$ cat src/rtl/axil_pkg.sv
// Shared definitions for the UART transmit arbiter: FSM states, UART character
// width and the default stall limit for the optional timeout.
package axil_pkg;

  typedef enum logic {
    IDLE  = 1'b0,
    GRANT = 1'b1
  } arb_state_e;

  localparam int UART_BYTE_W     = 8;
  localparam int DEF_TIMEOUT_CYC = 1_000_000;

endpackage

$ cat src/rtl/rr_select.sv
// Combinational round-robin picker: scans from ptr+1 with wrap-around and
// returns the first requester as a one-hot vector plus its index.
module rr_select #(
  parameter int N  = 2,
  parameter int IW = $clog2(N)
) (
  input  logic [N-1:0]  req,
  input  logic [IW-1:0] ptr,
  output logic [N-1:0]  gnt,
  output logic [IW-1:0] idx,
  output logic          any
);

  always_comb begin
    gnt = '0;
    idx = '0;
    any = 1'b0;
    for (int k = 1; k <= N; k++) begin
      if (!any && req[(int'(ptr) + k) % N]) begin
        any                       = 1'b1;
        gnt[(int'(ptr) + k) % N]  = 1'b1;
        idx                       = IW'((int'(ptr) + k) % N);
      end
    end
  end

endmodule

$ cat src/rtl/uart_tx_arbiter.sv
// Frame-granular round-robin arbiter sharing the UART transmit byte stream.
// Optional stall timeout enabled by defining UART_TX_ARB_TIMEOUT_EN.
module uart_tx_arbiter
  import axil_pkg::*;
#(
  parameter int NUM_REQ     = 2,
  parameter int DATA_W      = UART_BYTE_W,
  parameter int TIMEOUT_CYC = DEF_TIMEOUT_CYC
) (
  input  logic                        aclk,
  input  logic                        areset,
  input  logic [NUM_REQ*DATA_W-1:0]   s_tdata,
  input  logic [NUM_REQ-1:0]          s_tvalid,
  input  logic [NUM_REQ-1:0]          s_tlast,
  output logic [NUM_REQ-1:0]          s_tready,
  output logic [DATA_W-1:0]           m_tdata,
  output logic                        m_tvalid,
  input  logic                        m_tready,
  output logic [$clog2(NUM_REQ)-1:0]  grant_id,
  output logic                        busy,
  output logic                        timeout_err
);

  localparam int IW = $clog2(NUM_REQ);

  if (NUM_REQ < 2 || NUM_REQ > 8 || DATA_W != UART_BYTE_W || TIMEOUT_CYC < 2) begin : g_param_check
    $error("uart_tx_arbiter: illegal parameter set");
  end

  arb_state_e          state;
  logic [IW-1:0]       ptr;
  logic [NUM_REQ-1:0]  grant_oh;
  logic [NUM_REQ-1:0]  pick_gnt;
  logic [IW-1:0]       pick_idx;
  logic                pick_any;
  logic                out_free;
  logic                force_release;

  logic [DATA_W-1:0]   own_data_p0;
  logic                own_last_p0;
  logic                accept_p0;
  logic [DATA_W-1:0]   data_p1;
  logic                vld_p1;

  rr_select #(
    .N  (NUM_REQ),
    .IW (IW)
  ) u_rr_select (
    .req (s_tvalid),
    .ptr (ptr),
    .gnt (pick_gnt),
    .idx (pick_idx),
    .any (pick_any)
  );

  // Stage p0: owner's beat is accepted when the output register is free or draining
  assign out_free    = !vld_p1 || m_tready;
  assign s_tready    = (state == GRANT && out_free) ? grant_oh : '0;
  assign own_data_p0 = s_tdata[grant_id*DATA_W +: DATA_W];
  assign own_last_p0 = s_tlast[grant_id];
  assign accept_p0   = |(s_tvalid & s_tready);

`ifdef UART_TX_ARB_TIMEOUT_EN
  localparam int CNT_W = $clog2(TIMEOUT_CYC);

  logic [CNT_W-1:0] stall_cnt;
  logic             own_valid;

  assign own_valid     = s_tvalid[grant_id];
  assign force_release = (state == GRANT) && !own_valid &&
                         (stall_cnt == CNT_W'(TIMEOUT_CYC - 1));

  // Held at zero in IDLE, so every new grant starts from a cleared count
  always_ff @(posedge aclk or posedge areset) begin
    if (areset) begin
      stall_cnt   <= '0;
      timeout_err <= 1'b0;
    end else begin
      timeout_err <= force_release;
      if (state == IDLE || accept_p0 || force_release)
        stall_cnt <= '0;
      else if (!own_valid)
        stall_cnt <= stall_cnt + CNT_W'(1);
    end
  end
`else
  assign force_release = 1'b0;
  assign timeout_err   = 1'b0;
`endif

  // Stage p1: output register and arbitration FSM
  always_ff @(posedge aclk or posedge areset) begin
    if (areset) begin
      state    <= IDLE;
      ptr      <= IW'(NUM_REQ - 1);
      grant_id <= '0;
      grant_oh <= '0;
      data_p1  <= '0;
      vld_p1   <= 1'b0;
    end else begin
      if (accept_p0) begin
        data_p1 <= own_data_p0;
        vld_p1  <= 1'b1;
      end else if (m_tready) begin
        vld_p1  <= 1'b0;
      end

      case (state)
        IDLE: begin
          if (pick_any) begin
            state    <= GRANT;
            grant_id <= pick_idx;
            ptr      <= pick_idx;
            grant_oh <= pick_gnt;
          end
        end
        GRANT: begin
          if ((accept_p0 && own_last_p0) || force_release)
            state <= IDLE;
        end
        default: state <= IDLE;
      endcase
    end
  end

  assign m_tdata  = data_p1;
  assign m_tvalid = vld_p1;
  assign busy     = (state == GRANT);

endmodule

$ cat config.mk
export PLATFORM = sky130hd
export DESIGN_NAME = uart_tx_arbiter
export DESIGN_NICKNAME = d
export VERILOG_FILES = /design/src/rtl/axil_pkg.sv /design/src/rtl/rr_select.sv /design/src/rtl/uart_tx_arbiter.sv
export SDC_FILE = /design/constraint.sdc
export NUM_CORES = 1
export LEC_CHECK = 0
export BUFFER_PORTS_ARGS = -buffer_cell sky130_fd_sc_hd__buf_2
export CAP_MARGIN = 10
export CORE_MARGIN = 10
export CORE_UTILIZATION = 42
export DETAILED_ROUTE_END_ITERATION = 10
export GPL_TIMING_DRIVEN = 0
export PLACE_DENSITY = 0.74
export SYNTH_ARGS = -nofsm -noshare
export SYNTH_HDL_FRONTEND = slang
export SYNTH_SLANG_ARGS = --single-unit
$ cat constraint.sdc
create_clock -name aclk -period 1.3 [get_ports aclk]
set_input_delay 0.195 -clock aclk [delete_from_list [all_inputs] [get_ports aclk]]
set_output_delay 0.195 -clock aclk [all_outputs]
set_load 0.1 [all_outputs]
* Yosys cells after proc, flatten, opt, wreduce, memory -nomap -nowiden *
Index checks and enable logic that the tools add are counted.

word-level totals
  bits in registers = 14
  bits of input ports = 23
  output and inout bits = 14

operators by class
  $add $sub $neg = 2
  magnitude comparators = 5
  shifts and indexed selects = 1
  multiplexer cells = 24
  bitwise logic cells = 5
  reduce and logical (&&, ||, !) cells = 11

operators with widths
  operator               number
  $mux W1                18
  $shiftx A16 B5 Y8      1
  $lt A2 B3 Y1 const B   2
  $mux W2                3
  $logic_and A1 B1 Y1    5
  $ge A2 B1 Y1 const B   2
  $add A1 B1 Y1 const B  2
  $and A1 B1 Y1 const A  2
  $and A2 B2 Y2          1
  $demux W1 S1           2
  $logic_not A1 Y1       2
  $lt A1 B2 Y1 const B   1
  $or A2 B2 Y2           1
  $pmux W1 S2            1
  $reduce_and A2 Y1      1
  $reduce_bool A2 Y1     1
  $reduce_or A2 Y1       1
  $logic_or A1 B1 Y1     1
  $not A1 Y1             1

* Longest topological paths before layout *
Gate-level depths: netlist of run 1.

  depth after elaboration = 11
  depth in mapped cells = 3

* By module *
From an unflattened synthesis of run 1, not the netlist that was laid out.

unflattened totals
  cells, all modules = 52
  area, all modules = 711.9 sq um

modules (own cells, without submodules)
  module           times used  cells each  area each (sq um)  seq. area each (sq um)
  uart_tx_arbiter  1           47          679.4              351.6
  rr_select        1           5           32.5               0.0

* Least setup slack after synthesis of run 1 *
OpenSTA, ideal clock, no wires.

  path kind = register to output
  start = register state, in the netlist busy
  end = output s_tready[0]
  arrival = 1921 ps
  required time = 1105 ps
  setup slack = -816 ps
  cell stages (with the launch flop) = 2
  cell sequence = dfrtp_1 and3_1

between the ends
  cells in the longest elaborated chain, start to end = 2

ends and longest elaborated chain
  what                      RTL line                source
  start: declaration        uart_tx_arbiter.sv:30   arb_state_e state;
  start signal: assignment  uart_tx_arbiter.sv:94   state <= IDLE;
  start signal: assignment  uart_tx_arbiter.sv:111  state <= GRANT;
  start signal: assignment  uart_tx_arbiter.sv:119  state <= IDLE;
  $logic_and A1 B1 Y1       uart_tx_arbiter.sv:58   assign s_tready = (state == GRANT && out_free) ? grant_oh : '0;
  $mux W2                   uart_tx_arbiter.sv:58
  end: declaration          uart_tx_arbiter.sv:15   output logic [NUM_REQ-1:0] s_tready,

No other way between the ends.

* Worst setup path in the final report of run 1 *
  start = register vld_p1, in the netlist m_tvalid
  end = output s_tready[0]

between the ends
  cells in the longest elaborated chain, start to end = 4

ends and longest elaborated chain
  what                      RTL line                source
  start: declaration        uart_tx_arbiter.sv:43   logic vld_p1;
  start signal: assignment  uart_tx_arbiter.sv:99   vld_p1 <= 1'b0;
  start signal: assignment  uart_tx_arbiter.sv:103  vld_p1 <= 1'b1;
  start signal: assignment  uart_tx_arbiter.sv:105  vld_p1 <= 1'b0;
  $logic_not A1 Y1          uart_tx_arbiter.sv:57   assign out_free = !vld_p1 || m_tready;
  $logic_or A1 B1 Y1        uart_tx_arbiter.sv:57
  $logic_and A1 B1 Y1       uart_tx_arbiter.sv:58
  $mux W2                   uart_tx_arbiter.sv:58

No other way between the ends.

==> results.md, run 1 <==
* Worst setup path category: reg -> out
* Yosys cell types at 18
* Nets at 120
* Root buffer cell: clkbuf_4
* Post-Syn Instances at 53
* Clock skew at 0.00420 ns
* Syn Nets at 76
* Max Freq at 706 MHz
* Vias in the first global route at 634
* GRT overflow at 0
* DIE AREA at 0.00365 sq mm
* Drt drc at 0
* Clock Pin Slew Worst Setup and Hold Paths at 0.08 ns
* Max-cap violations at 0
* Share of cells above drive strength 1 at 0.740
* Fin. Hold Viols at 0
* Delay-heaviest family, CP: flip-flops
* CP startpoint kind: register
* YS warnings at 0
* Final wirelength at 1830 microns
* Crit-path cells: nand2b_4 > and3_4 > buf_12
* Status: finished, violations left
* Vias at 559
* Initial Util at 0.451
* Final setup viols at 8
* RSZ-0062 raised after global routing: true
* Placer Congestion at 0.695
* Pins Over Slew Limit at 0
* Port buffer count at 35
* Number of filler instances in the final layout at 113
* Most common library cell in the layout ignoring fill and taps: buf_2
* Setup slack after layout at -0.117 ns
* Minimum clock period at 1.42 ns
* Flops & latches, synth at 14
* Critical path endpoint category: output port
* DRT iter0 DRCs at 8
* Worst slew pin tran at 0.529 ns
* Slowest cell delay on critical path at 0.49 ns
* # rows at 14
* Synthesized area at 687 sq um
* WL/cell at 16.3 microns
* Initial antenna violation count at 0
* Die Ht at 60.4 microns
* Layout area overhead at 55.4%
* Failing checks: negative setup slack
* Vias/cell at 4.99
* Detail Route Antenna Nets at 0
* Buf/Inv on CP at 1
* Ports at 37
* Post-route cell area at 0.00107 sq mm
* Die width at 60.4 microns
* Pre-CTS setup slack at -0.0584 ns
* Data required time of the critical path at 1.11 ns
* Core Area at 0.00152 sq mm
* Clock Sink Count at 14
* Placed inst area at 945 sq um
* Clk buf depth at 2
* CTS tree: built
* Total GRT Usage at 0.101
* Most frequent cells in the layout: buf_2, dfrtp_1, mux2_4, mux2_2
* TritonCTS Buffers at 3
* Slowest cell on crit path: dfrtp_4
* Worst-path maximum fanout at 3
* Pin count of the biggest net entering global routing at 15
* Final period util at 1.09
* First-pass GRT wire length at 2790 microns
* First-pass iteration count of the detailed router at 2
* HPWL after DPL at 1370 microns
* Slew margin rel. at 0.647
* Worst Hold Class: in -> reg
* Syn avg cell area at 13.0 sq um
* H-tree Lvls at 1
* CP arrival at 1.22 ns
* Skew-Pair Late Insertion Delay at 0.28 ns
* Sequential-to-total area share from yosys stat at 0.512
* # diodes at 0
path summary, 6_finish.rpt:
path	startpoint	to	slack (ns)	depth (start not counted)
max	m_tvalid	s_tready[0]	-0.12	3
min	s_tvalid[1]	busy	0.18	2
max reg2reg	grant_id	m_tdata[2]	-0.01	3
min reg2reg	ptr	ptr	0.50	2
max in group asynchronous	areset	busy	0.41	3
min in group asynchronous	areset	m_tdata[3]	0.49	3
synth_stat cells:
library cell  instances  area share
mux2_2               16        0.26
dfrtp_1              13        0.47
nand2_1               6       0.033
and3_1                2       0.018
inv_1                 2       0.011
nand2b_1              2       0.018
a21boi_0              1       0.011
a21o_2                1       0.013
a22o_2                1       0.015
buf_4                 1       0.011
buf_6                 1       0.016
conb_1                1      0.0055
dfstp_2               1       0.038
mux2i_1               1       0.015
nand3_4               1       0.026
o21ai_0               1      0.0073
o32a_2                1       0.016
or2b_1                1       0.011
per-stage QoR:
step / cells / setup TNS, ns / utilization / hold WS (ns)
4_1_cts: 110 / -0.381 / 0.681 / 0.177
5_1_grt: 112 / -0.677 / 0.700 / 0.173
3_3_place_gp: 104 / -0.0926 / 0.620 / 0.252
6_report: 112 / -0.280 / 0.700 / 0.185
2_1_floorplan: 53 / -1.38 / - / 0.0836
3_5_place_dp: 104 / -0.133 / 0.620 / 0.257
area by class of cell:
cell class,instances,area [sq um],area share
Inverter,2,7.51,0.00703
Multi-Input combinational cell,36,367,0.343
Clock buffer,4,36.3,0.0340
Buffer,2,27.5,0.0258
Timing Repair Buffer,38,246,0.231
Sequential cell,14,363,0.340
Tap cell,16,20.0,0.0188
flip-flops by register name, summed over array words and instances (netlist names):
register	count
m_tvalid	1
grant_oh	2
m_tdata	8
grant_id	1
ptr	1
busy	1
layer usage:
layer / GRT usage / wire (microns) / vias up
li1: - / - / 271
met3: 0.0334 / 136 / 2
met4: 0.0564 / 9 / 0
met5: 0 / 0 / -
met1: 0.0977 / 663 / 273
met2: 0.182 / 1020 / 13
kinds of logic after synthesis:
logic type,Yosys count,share of synthesized area
muxes,17,0.277
other,1,0.00546
AOI/OAI and AO/OA,5,0.0619
and+or+nand+nor,12,0.106
buffers and inverters,4,0.0383
DFF,14,0.512
timing repair:
item	4_1_cts	5_1_grt
resized for setup	11	4
hold buffers	1	0
setup endpoints to repair	13	14
buffers inserted	1	1
gates cloned	0	1
endpoints found under the hold margin	13	0
pin swaps	0	1
Power of run 1 is not shown: default switching activity piles up to over one toggle a cycle in this logic, so the estimate is an artifact.
==> run 2, diff against run 1 <==
Settings changed: SKIP_LAST_GASP set to 1.
==> run 2 against run 1 <==
Against the previous run: flip-flop and latch count unchanged; sequential share of layout area up 0.12 points; utilization down 0.25 points; the run still ends with negative setup slack left; non-clock buffer count unchanged; worst hold slack about the same.
==> results.md, run 2 (same netlist as run 1, synthesis figures left out) <==
* CP arrival at 1.22 ns
* GRT overflow at 0
* # diodes at 0
* Setup slack after layout at -0.117 ns
* Drt drc at 0
* Pre-CTS setup slack at -0.0584 ns
* Slew margin rel. at 0.647
* Clock skew at 0.00420 ns
* Layout area overhead at 54.8%
* Number of flip-flops in the largest register at 8
* Core Area at 0.00152 sq mm
* Vias/cell at 4.99
* # rows at 14
* Root buffer cell: clkbuf_4
* TritonCTS Buffers at 3
* Pin count of the biggest net entering global routing at 15
* Most frequent cells in the layout: buf_2, dfrtp_1, mux2_4, mux2_2
* Slowest cell delay on critical path at 0.49 ns
* Worst Hold Class: in -> reg
* HPWL after DPL at 1370 microns
* Nets at 120
* Detail Route Antenna Nets at 0
* Sequential Area at 363 sq um
* Area of the multi-input gates at 367 sq um
* First-pass iteration count of the detailed router at 2
* Crit-path cells: nand2b_4 > and3_4 > buf_12
* Data required time of the critical path at 1.11 ns
* Critical path endpoint category: output port
* Max Freq at 706 MHz
* Final setup TNS at -0.280 ns
* WL/cell at 16.3 microns
* Clock Sink Count at 14
* Pins Over Slew Limit at 0
* Finished Layout Cells at 112
* CP startpoint kind: register
* H-tree Lvls at 1
* Worst-path maximum fanout at 3
* Failing checks: negative setup slack
* Worst setup path category: reg -> out
* Most common library cell in the layout ignoring fill and taps: buf_2
* Dpl cells at 104
* DIE AREA at 0.00365 sq mm
* Skew-Pair Late Insertion Delay at 0.28 ns
* Vias at 559
* Clock Pin Slew Worst Setup and Hold Paths at 0.08 ns
* Die Ht at 60.4 microns
* Minimum clock period at 1.42 ns
* Port buffer count at 35
* Slowest cell on crit path: dfrtp_4
* Post-route cell area at 0.00106 sq mm
* Total GRT Usage at 0.101
* RSZ-0062 raised after global routing: true
* Status: finished, violations left
* Share of cells above drive strength 1 at 0.740
* Initial Util at 0.451
* Ports at 37
* Number of filler instances in the final layout at 115
* Fin. Hold Viols at 0
* Final period util at 1.09
* Vias in the first global route at 634
* Die width at 60.4 microns
* Initial antenna violation count at 0
* Final wirelength at 1830 microns
* Worst slew pin tran at 0.529 ns
* Final setup viols at 8
* CTS tree: built
* First-pass GRT wire length at 2790 microns
* Clk buf depth at 2
* Placed inst area at 945 sq um
* Placer Congestion at 0.695
* DRT iter0 DRCs at 7
* Max-cap violations at 0
[run 2: cell counts in the layout (fill, tap and decap cells not counted)]
No cell type changed its count.
[run 2: final timing paths]
| path | startpoint | endpoint | slack (ns) | cells past startpoint |
|---|---|---|---|---|
| setup reg to reg | grant_id | m_tdata[2] | -0.01 | 3 |
| hold reg to reg | ptr | ptr | 0.50 | 2 |
| hold / removal | s_tvalid[1] | busy | 0.18 | 2 |
| max in group asynchronous | areset | busy | 0.41 | 3 |
| min in group asynchronous | areset | m_tdata[3] | 0.49 | 3 |
| setup / recovery | m_tvalid | s_tready[0] | -0.12 | 3 |
[run 2: worst max-delay path: cells and delay by family (launching register included)]
kind | cells | cell delay [ns]
buffers and inverters | 1 | 0.17
flip-flops | 1 | 0.49
AND/OR/NAND/NOR | 2 | 0.28
[run 2: stage by stage]
step                utilization  hold WS [ns]
finish                    0.698         0.185
global route              0.698         0.173
CTS                       0.681         0.177
detailed placement        0.620         0.257
global placement          0.620         0.252
floorplan                     -        0.0836
[run 2: final cells by class]
class,instances,share of cell area
Multi-Input combinational cell,36,0.345
Clock buffer,4,0.0341
Buffer,2,0.0259
Inverter,2,0.00706
Sequential cell,14,0.341
Timing Repair Buffer,38,0.228
Tap cell,16,0.0188
[run 2: layer usage]
metal | up-vias | GRT usage | routed length (microns)
met1 | 273 | 0.0977 | 661
met2 | 13 | 0.182 | 1020
met3 | 2 | 0.0334 | 136
li1 | 271 | - | -
met4 | 0 | 0.0564 | 9
met5 | - | 0 | 0
[run 2: repair_timing]
action,4_1_cts,5_1_grt
resized for setup,11,3
endpoints found under the hold margin,13,0
pin swaps,0,1
endpoints found under the setup margin,13,14
cloned,0,1
setup buffers,1,1
hold buffers,1,0
Power of run 2 is left out for the same reason.
==> run 3, diff against run 2 <==
Settings changed: CORE_UTILIZATION 42 to 38, PLACE_DENSITY 0.74 to 0.7.
Clock period 1.3 ns to 1.2 ns, I/O delays scaled along.
==> run 3 against run 2 <==
Against the previous run: the flow still finishes with violations (negative setup slack); worst setup slack got worse by 0.063 ns; worst hold slack got worse by 0.013 ns; non-clock buffer count grew 3; die area increased by 7.0%; critical endpoint unchanged.
==> results.md, run 3 (same netlist as run 1, synthesis figures left out) <==
* Skew-Pair Late Insertion Delay at 0.27 ns
* Initial antenna violation count at 0
* H-tree Lvls at 1
* Pin count of the biggest net entering global routing at 15
* # diodes at 0
* Finished Layout Cells at 123
* Core Area at 0.00173 sq mm
* R2R depth at 5
* Clock skew at 0.00160 ns
* CP endpoint: s_tready[0]
* Drt drc at 0
* Total GRT Usage at 0.0923
* # rows at 15
* Vias/cell at 4.57
* Initial Util at 0.398
* Final setup TNS at -1.80 ns
* Worst slew pin tran at 0.533 ns
* Most common library cell in the layout ignoring fill and taps: buf_2
* Pre-CTS setup slack at -0.135 ns
* Data required time of the critical path at 1.02 ns
* Vias at 562
* TritonCTS Buffers at 3
* Clock Sink Count at 14
* Worst reg2reg path startpoint: m_tvalid
* Most frequent cells in the layout: buf_2, buf_4, dfrtp_1, mux2_4, mux2_2
* Slew margin rel. at 0.644
* GRT overflow at 0
* Fin. Hold Viols at 0
* Die width at 62.5 microns
* CTS tree: built
* WL/cell at 14.3 microns
* DIE AREA at 0.00391 sq mm
* Max Freq at 724 MHz
* Clk buf depth at 2
* Status: finished, violations left
* CP startpoint kind: register
* Max-cap violations at 0
* Worst Hold Class: in -> reg
* Hold Slack at 0.172 ns
* Dpl cells at 113
* Minimum clock period at 1.38 ns
* Pins Over Slew Limit at 0
* Nets at 122
* CP arrival at 1.20 ns
* Vias in the first global route at 620
* First-pass GRT wire length at 2960 microns
* FF-to-FF setup slack at -0.15 ns
* Number of flip-flops in the largest register at 8
* Placer Congestion at 0.749
* Die Ht at 62.5 microns
* Worst-path maximum fanout at 3
* Final period util at 1.15
* Crit path launch: m_tvalid
* Setup slack after layout at -0.181 ns
* Root buffer cell: clkbuf_4
* Port buffer count at 35
* Number of filler instances in the final layout at 142
* First-pass iteration count of the detailed router at 2
* Worst setup path category: reg -> out
* Final setup viols at 15
* Detail Route Antenna Nets at 0
* Share of cells above drive strength 1 at 0.755
* Reg2reg end: m_tdata[6]
* DRT iter0 DRCs at 9
* Critical path endpoint category: output port
* HPWL after DPL at 1330 microns
* Final wirelength at 1760 microns
* Clock Pin Slew Worst Setup and Hold Paths at 0.09 ns
* Ports at 37
* Failing checks: negative setup slack
* Layout area overhead at 63.4%
* RSZ-0062 raised after global routing: true
==> run 3: cell types whose count changed in the layout (fill, tap and decap cells not counted), moves of 2 or more <==
| cell | previous run | this run |
|---|---|---|
| buf_4 | 5 | 13 |
| clkbuf_4 | 6 | 3 |
| buf_2 | 28 | 23 |
| buf_6 | 0 | 2 |
==> run 3: cell type report <==
| class | instances | area (sq um) | area share |
|---|---|---|---|
| Tap cell | 25 | 31.3 | 0.0279 |
| Timing Repair Buffer | 41 | 298 | 0.265 |
| Inverter | 2 | 7.51 | 0.00669 |
| Buffer | 2 | 22.5 | 0.0201 |
| Clock buffer | 4 | 36.3 | 0.0323 |
| Multi-Input combinational cell | 35 | 364 | 0.324 |
| Sequential cell | 14 | 363 | 0.323 |
==> run 3: worst min path at each step <==
stage / cells after the start / end / slack, ns / start
4_1_cts: 3 / ptr / 0.16 / s_tvalid[1]
2_1_floorplan: 1 / grant_oh[0] / 0.07 / areset
3_5_place_dp: 2 / m_tdata[1] / 0.25 / areset
6_report: 3 / ptr / 0.17 / s_tvalid[1]
3_3_place_gp: 2 / m_tdata[6] / 0.24 / areset
5_1_grt: 3 / ptr / 0.17 / s_tvalid[1]
==> run 3: per-layer routing <==
| metal | vias up | track usage | routed length [microns] |
|---|---|---|---|
| met4 | 0 | 0.0503 | 27 |
| met5 | - | 0 | 0 |
| met2 | 14 | 0.172 | 952 |
| met3 | 2 | 0.0251 | 62 |
| li1 | 275 | - | - |
| met1 | 271 | 0.0895 | 717 |
==> run 3: worst max-delay path, stage by stage, from the launching register on <==
cell,delay (ns)
dfrtp_4,0.49
nand2b_4,0.08
and3_4,0.19
buf_12,0.17
==> run 3: what timing repair did <==
action | in CTS | in global routing
endpoints found under the hold margin | 13 | 0
endpoints found under the setup margin | 21 | 14
buffers inserted | 2 | 3
gates resized for setup | 19 | 4
hold buffers | 1 | 0
==> run 3: stage by stage <==
stage / area, sq um / util
finish: 1120 / 0.650
global route: 1120 / 0.650
CTS: 1080 / 0.628
detailed placement: 963 / 0.558
global placement: 963 / 0.558
floorplan: 757 / -
Power of run 3 is left out for the same reason.
